### src/rtl/gmul_uni_seq.sv
// Sequential unipolar stochastic multiplier: latches two WIDTH-bit operands, streams
// their product over one 2^WIDTH-cycle epoch and reports the ones-count in binary.
module gmul_uni_seq #(
    parameter int unsigned WIDTH = 8
) (
    input  logic             clk,
    input  logic             rst_n,
    input  logic [WIDTH-1:0] iA,
    input  logic [WIDTH-1:0] iB,
    input  logic             iStart,
    input  logic             iEn,
    input  logic             iClear,
    output logic             oReady,
    output logic             oValid,
    output logic             oC,
    output logic             oDone,
    output logic [WIDTH:0]   oCount
);

    typedef enum logic [1:0] {
        IDLE,
        RUN,
        DONE
    } state_t;

    state_t           state;
    state_t           stateNext;
    logic [WIDTH-1:0] n;
    logic [WIDTH-1:0] nRev;
    logic [WIDTH-1:0] aBuf;
    logic [WIDTH-1:0] bBuf;
    logic [WIDTH:0]   acc;
    logic [WIDTH:0]   countReg;
    logic             lastStep;
    logic             streamBit;

    // A is compared against the bit-reversed counter so its stream is decorrelated from B's
    for (genvar g = 0; g < WIDTH; g++) begin : gRev
        assign nRev[g] = n[WIDTH-1-g];
    end

    always_comb begin
        streamBit = (aBuf > nRev) && (bBuf > n);
        lastStep  = (n == '1);
        oReady    = (state == IDLE);
        oDone     = (state == DONE);
        oValid    = (state == RUN) && iEn;
        oC        = (state == RUN) && iEn && streamBit;
        oCount    = countReg;
    end

    always_comb begin
        stateNext = state;
        if (iClear) begin
            stateNext = IDLE;
        end else begin
            case (state)
                IDLE:    if (iStart) stateNext = RUN;
                RUN:     if (iEn && lastStep) stateNext = DONE;
                DONE:    stateNext = IDLE;
                default: stateNext = IDLE;
            endcase
        end
    end

    always_ff @(posedge clk or negedge rst_n) begin
        if (!rst_n) begin
            state <= IDLE;
        end else begin
            state <= stateNext;
        end
    end

    always_ff @(posedge clk or negedge rst_n) begin
        if (!rst_n) begin
            n        <= '0;
            aBuf     <= '0;
            bBuf     <= '0;
            acc      <= '0;
            countReg <= '0;
        end else if (iClear) begin
            n   <= '0;
            acc <= '0;
        end else begin
            case (state)
                IDLE: begin
                    if (iStart) begin
                        aBuf <= iA;
                        bBuf <= iB;
                        n    <= '0;
                        acc  <= '0;
                    end
                end
                RUN: begin
                    if (iEn) begin
                        acc <= acc + (WIDTH+1)'(oC);
                        n   <= n + WIDTH'(1);
                        if (lastStep) begin
                            countReg <= acc + (WIDTH+1)'(oC);
                        end
                    end
                end
                default: ;
            endcase
        end
    end

endmodule

### config.mk
export PLATFORM = sky130hd
export DESIGN_NAME = gmul_uni_seq
export DESIGN_NICKNAME = d
export VERILOG_FILES = /design/src/rtl/gmul_uni_seq.sv
export SDC_FILE = /design/constraint.sdc
export NUM_CORES = 1
export LEC_CHECK = 0
export BUFFER_PORTS_ARGS = -buffer_cell sky130_fd_sc_hd__buf_2
export CELL_PAD_IN_SITES_DETAIL_PLACEMENT = 0
export CELL_PAD_IN_SITES_GLOBAL_PLACEMENT = 1
export CORE_ASPECT_RATIO = 1.25
export CORE_MARGIN = 2
export CORE_UTILIZATION = 40
export CTS_CLUSTER_SIZE = 14
export DETAILED_ROUTE_END_ITERATION = 7
export PLACE_DENSITY = 0.71
export SYNTH_ARGS = -nofsm -noshare
export SYNTH_HDL_FRONTEND = slang
export SYNTH_SLANG_ARGS = --single-unit
### constraint.sdc
create_clock -name clk -period 2.91 [get_ports clk]
set_input_delay 0.1455 -clock clk [delete_from_list [all_inputs] [get_ports clk]]
set_output_delay 0.1455 -clock clk [all_outputs]
set_load 0.005 [all_outputs]
# Word-level counts from Yosys, hierarchy flattened
# Index checks and enable logic that the tools add are counted.
# Widths: inputs -> output; s select.
[word_totals]
output_inout_bits = 13
elab_cells = 39
reg_bits = 44
input_bits = 21
[classes]
eq_ne = 6
n_reduce_logical = 10
n_mux = 12
n_addsub = 2
bitwise = 1
n_lt_le_gt_ge = 2
[ops]
columns = ["operator", "count"]
rows = [
  ["$mux 9", 3],
  ["$mux 8", 3],
  ["$pmux 9 s2", 1],
  ["$gt 8x8->1", 2],
  ["$pmux 8 s2", 1],
  ["$add 9x1->9", 1],
  ["$add 8x1->8 const B", 1],
  ["$eq 8x8->1 const B", 1],
  ["$mux 2", 3],
  ["$ne 3x3->1 const B", 2],
  ["$reduce_and 3->1", 2],
  ["$logic_and 1x1->1", 4],
  ["$pmux 2 s2", 1],
  ["$reduce_and 4->1", 1],
  ["$ne 3x2->1 const B", 1],
  ["$reduce_bool 3->1", 1],
  ["$eq 2x1->1 const B", 1],
  ["$eq 2x2->1 const B", 1],
  ["$logic_not 2->1", 1],
  ["$reduce_and 2->1", 1],
  ["$not 1->1", 1],
]

# Longest topological paths before layout
[logic_depth]
ltp_word = 7
depth_mapped = 15
depth_no_buf = 14

# Worst setup path before layout
# OpenSTA, ideal clock, no wires.
[synth_path]
path_type = "flip-flop to flip-flop"
from = "register n[6]"
to = "register countReg[8], in the netlist oCount[8]"
path_stages_with_launch = 16
synth_period_minus_slack_ns = 2.929
slack_ns = -0.019
arrival_ns = 2.807
n_path_buf = 1
required_time_ns = 2.788
setup_ns = 0.122
path_cell_list = "dfrtp_1 inv_1 ha_1 nor2b_1 o211ai_1 a21oi_1 a211oi_1 nor4b_1 ha_1 ha_1 and3_1 and3_1 buf_4 nand3_1 xor2_1 a21oi_2"
[synth_between]
elab_chain_len = 4
elab_cells_between_ends = 7
cone_classes = "add/sub: 1; order compare: 2; eq/ne: 1; reduce/logical: 3"
[synth_rtl]
columns = ["item", "line_no", "source"]
rows = [
  ["start: declaration", "28", "logic [WIDTH-1:0] n;"],
  ["start signal: assignment", "97", "n <= n + WIDTH'(1);"],
  ["$gt 8x8->1", "43", "streamBit = (aBuf > nRev) && (bBuf > n);"],
  ["$logic_and 1x1->1 *", "43", ""],
  ["$logic_and 1x1->1 *", "48", "oC = (state == RUN) && iEn && streamBit;"],
  ["net oC", "15", "output logic oC,"],
  ["$add 9x1->9 *", "99", "countReg <= acc + (WIDTH+1)'(oC);"],
  ["end signal: assignment", "99", ""],
  ["end: declaration", "33", "logic [WIDTH:0] countReg;"],
]
# Mark *: on every way through the listed nets, which the timed path passes. The rest lies on a longest branch.
# A chain may end at the register's enable or synchronous reset.

# Final worst setup path
[layout_path]
from = "register n[6]"
to = "register countReg[8], in the netlist oCount[8]"
[layout_between]
elab_chain_len = 4
elab_cells_between_ends = 7
cone_classes = "add/sub: 1; order compare: 2; eq/ne: 1; reduce/logical: 3"
[layout_rtl]
columns = ["item", "line_no"]
rows = [
  ["$gt 8x8->1", "43"],
  ["$logic_and 1x1->1", "43"],
  ["$logic_and 1x1->1", "48"],
  ["$add 9x1->9", "99"],
]
# Several ways; a longest one is shown, not always the timed one.

==> flow_summary.yaml <==
power_and_ir_drop:
  vdd_drop_max_v: 0.0002945
  power_density_nw_per_um2: 540.5
  p_leak_uw: 0.001355
global_routing:
  antenna_found_initial: 0
  grt_max_degree: 45
  gr-max-usage-layer: "met2"
  grt_pass1_wl_microns: 8355
  use_met3_pct: 3.348
  grt_use_total_pct: 16.03
  use_met2_pct: 27.10
  use_met1_pct: 20.13
  overflow: 0
  grt_pass1_vias: 1803
place:
  dp_hpwl_microns: 3561
  numPortBuffers: 33
  gp_routability_congestion: 0.7843
  placedCellCount: 332
route:
  ant_nets: 0
  vias_per_cell: 5.152
  wl_microns: 4909
  drt_pre_antenna_iters: 4
  post_drt_wl_per_cell_microns: 14.11
  drc: 0
  first_iter_violations: 36
  vias: 1793
floorplan:
  die_h_microns: 90.65
  num_rows: 31
  io_pins: 34
  die_w_microns: 73.32
  dieArea_sq_um: 6646
  core_area_sq_um: 5818
  start_util_pct: 41.29
logic_synthesis:
  ys_types: 42
  ys_ff_latch: 44
  ys.flop_type: "dfrtp_1"
  syn_area_sq_um: 2402
  avgSynthCellArea_sq_um: 10.44
  synth_warnings: 0
  netlist_instances: 230
  syn_nets: 270
  synth_edf_count: 0
  async_flop_share_pct: 100.0
  seq_area_frac_synth_pct: 45.83
sta:
  tightest_slew_ps: 986.4
  fin_hold_ws_ps: 0.01765
  slew_headroom_pct: 34.24
  setup_viol: 0
  post-route-period-util_pct: 95.84
  finalHoldViolCount: 0
  fmax_mhz: 358.5
  worst_clock_skew_ps: 12.30
  min_period_ps: 2789
  finalMaxSlewViolations: 0
cells_and_area:
  area_growth_syn_to_layout_pct: 23.54
  fillers: 530
  drive_above_1_share_pct: 35.82
  final_util_pct: 51.01
  fin_nets: 321
  antenna_cells: 0
  fin_cells: 348
clock_tree:
  cts_htree_levels: 2
  numCtsBuffers: 5
  cts_root_buf: "clkbuf_8"
  clk_pin_slew_ps: 90
  clockBufferDepth: 2
  hold_buffers: 0
  cts_tree: "done"
  clk_latency_ps: 310
  clock_sinks: 44
critical_path:
  critPathMaxFanout: 4
  path_class: "reg -> reg"
  cp.arrival_ps: 3020
  startpoint_type: "register"
  timing.rr.start: "n[6]"
  cp.required_ps: 3140
  critPathLaunch: "n[6]"
  end_kind: "register"
run:
  cap_viol_max_count: 0
worst_hold_path:
  hold_path_class: "in -> async"
run_status:
  status: "completed"
-- layout by cell type (no fill, tap or decap), types with 2 or more instances in the layout --
master / Yosys / final
dfrtp_1: 44 / 43
buf_2: 1 / 33
o21ai_0: 24 / 22
nand2_1: 20 / 20
nor2_1: 20 / 19
buf_4: 3 / 18
mux2_2: 16 / 16
ha_1: 19 / 16
a21oi_1: 13 / 12
inv_1: 10 / 9
xnor2_1: 7 / 7
nand3_1: 6 / 5
clkbuf_8: 0 / 5
o21ai_1: 2 / 4
a21oi_2: 2 / 3
nor4b_2: 1 / 3
bufinv_16: 0 / 3
inv_2: 1 / 2
and3_1: 4 / 2
nor3_1: 2 / 2
a21o_1: 2 / 2
nand4_1: 2 / 2
or3_1: 2 / 2
nand2b_1: 2 / 2
and3_4: 0 / 2
a31oi_1: 2 / 2
o31ai_1: 2 / 2
ha_4: 0 / 2
-- state kept, by name, summed over array words and instances (netlist names) --
signal	flops
acc	9
oCount	9
aBuf	8
bBuf	8
n	8
state	2
-- worst max-delay path, stage by stage, from the launching register on --
cell and delay (ps):
dfrtp_1 370, inv_2 60, ha_4 250, nor2b_1 120
o211ai_1 130, a21oi_2 170, a211oi_2 60, nor4b_2 360
ha_2 270, ha_4 130, and3_4 180, and3_4 220
nand3_4 90, xor2_2 170, a21oi_2 130
-- synthesized netlist by cell type, drive strengths merged, types with 5 or more instances --
library cell,count,area share (%)
and3,5,1.4
buf,7,2.6
dfrtp,44,46
nor2,20,3.1
nand2,20,3.1
a21oi,16,4.1
o21ai,26,5.4
nand3,7,1.7
inv,11,1.7
xnor2,7,2.6
mux2,17,8.1
ha,19,9.9
-- power by group --
group	internal, uW	leakage, uW	total, uW	switching [uW]
clock network	429	0.0000784	644	215
registers	663	0.000577	697	34.2
logic	134	0.000700	264	130
total	1230	0.00136	1600	378
-- repair_timing --
action / in CTS / in global routing
buffers inserted: 3 / 5
pin swaps: 4 / 7
endpoints found under the setup margin: 1 / 9
gates resized for setup: 7 / 10
gates cloned: 0 / 0
-- final cells by class --
cell class              instances  area (sq um)  share of cell area (%)
inverters                      11         41.29                   1.391
multi-input cells             168          1282                   43.21
clock buffers                   5         68.82                   2.319
well taps                      66         82.58                   2.782
repair buffers                 51         300.3                   10.12
clock inverters                 3         90.09                   3.035
flip-flops and latches         44          1102                   37.14
-- cell families (layout without fill, tap and decap cells) --
kind of cell               after synthesis  after routing  synth area share (%)
xor gates and xnor gates                 9              9                 3.281
muxes                                   17             17                 8.125
adders and majority gates               19             19                 9.896
buffers and inverters                   18             70                 4.270
AOI/OAI and AO/OA                       51             51                 12.24
and+or+nand+nor                         72             72                 16.35
DFF                                     44             44                 45.83
-- final timing paths --
| check | endpoint | slack (ps) | depth (start not counted) |
|---|---|---|---|
| hold reg to reg | acc[0] | 510 | 2 |
| hold / removal | aBuf[3] | 0.02 | 1 |
| setup reg to reg | oCount[8] | 120 | 14 |
| min in group clk | aBuf[0] | 40 | 3 |
| max in group asynchronous | n[0] | 2240 | 1 |
| setup / recovery | oCount[8] | 120 | 14 |
-- metal layers --
metal | part of all wire, % | wire, microns
met1 | 44 | 2158
met2 | 52 | 2537
met3 | 2.9 | 141
met4 | 1.5 | 72
met5 | 0 | 0
-- per-stage QoR --
| stage | total power (uW) | setup TNS [ps] | instance area [sq um] | setup slack, ps |
|---|---|---|---|---|
| 2_1_floorplan | 881.6 | 0 | 2409 | 21.49 |
| 3_5_place_dp | 963.1 | 0 | 2676 | 11.44 |
| 5_1_grt | 1695 | -2.078 | 2968 | -2.078 |
| 3_3_place_gp | 958.4 | 0 | 2676 | 48.11 |
| 4_1_cts | 1618 | 0 | 2884 | 2.910 |
| 6_report | 1604 | 0 | 2968 | 120.9 |
Power figures use the tool's default switching activity.
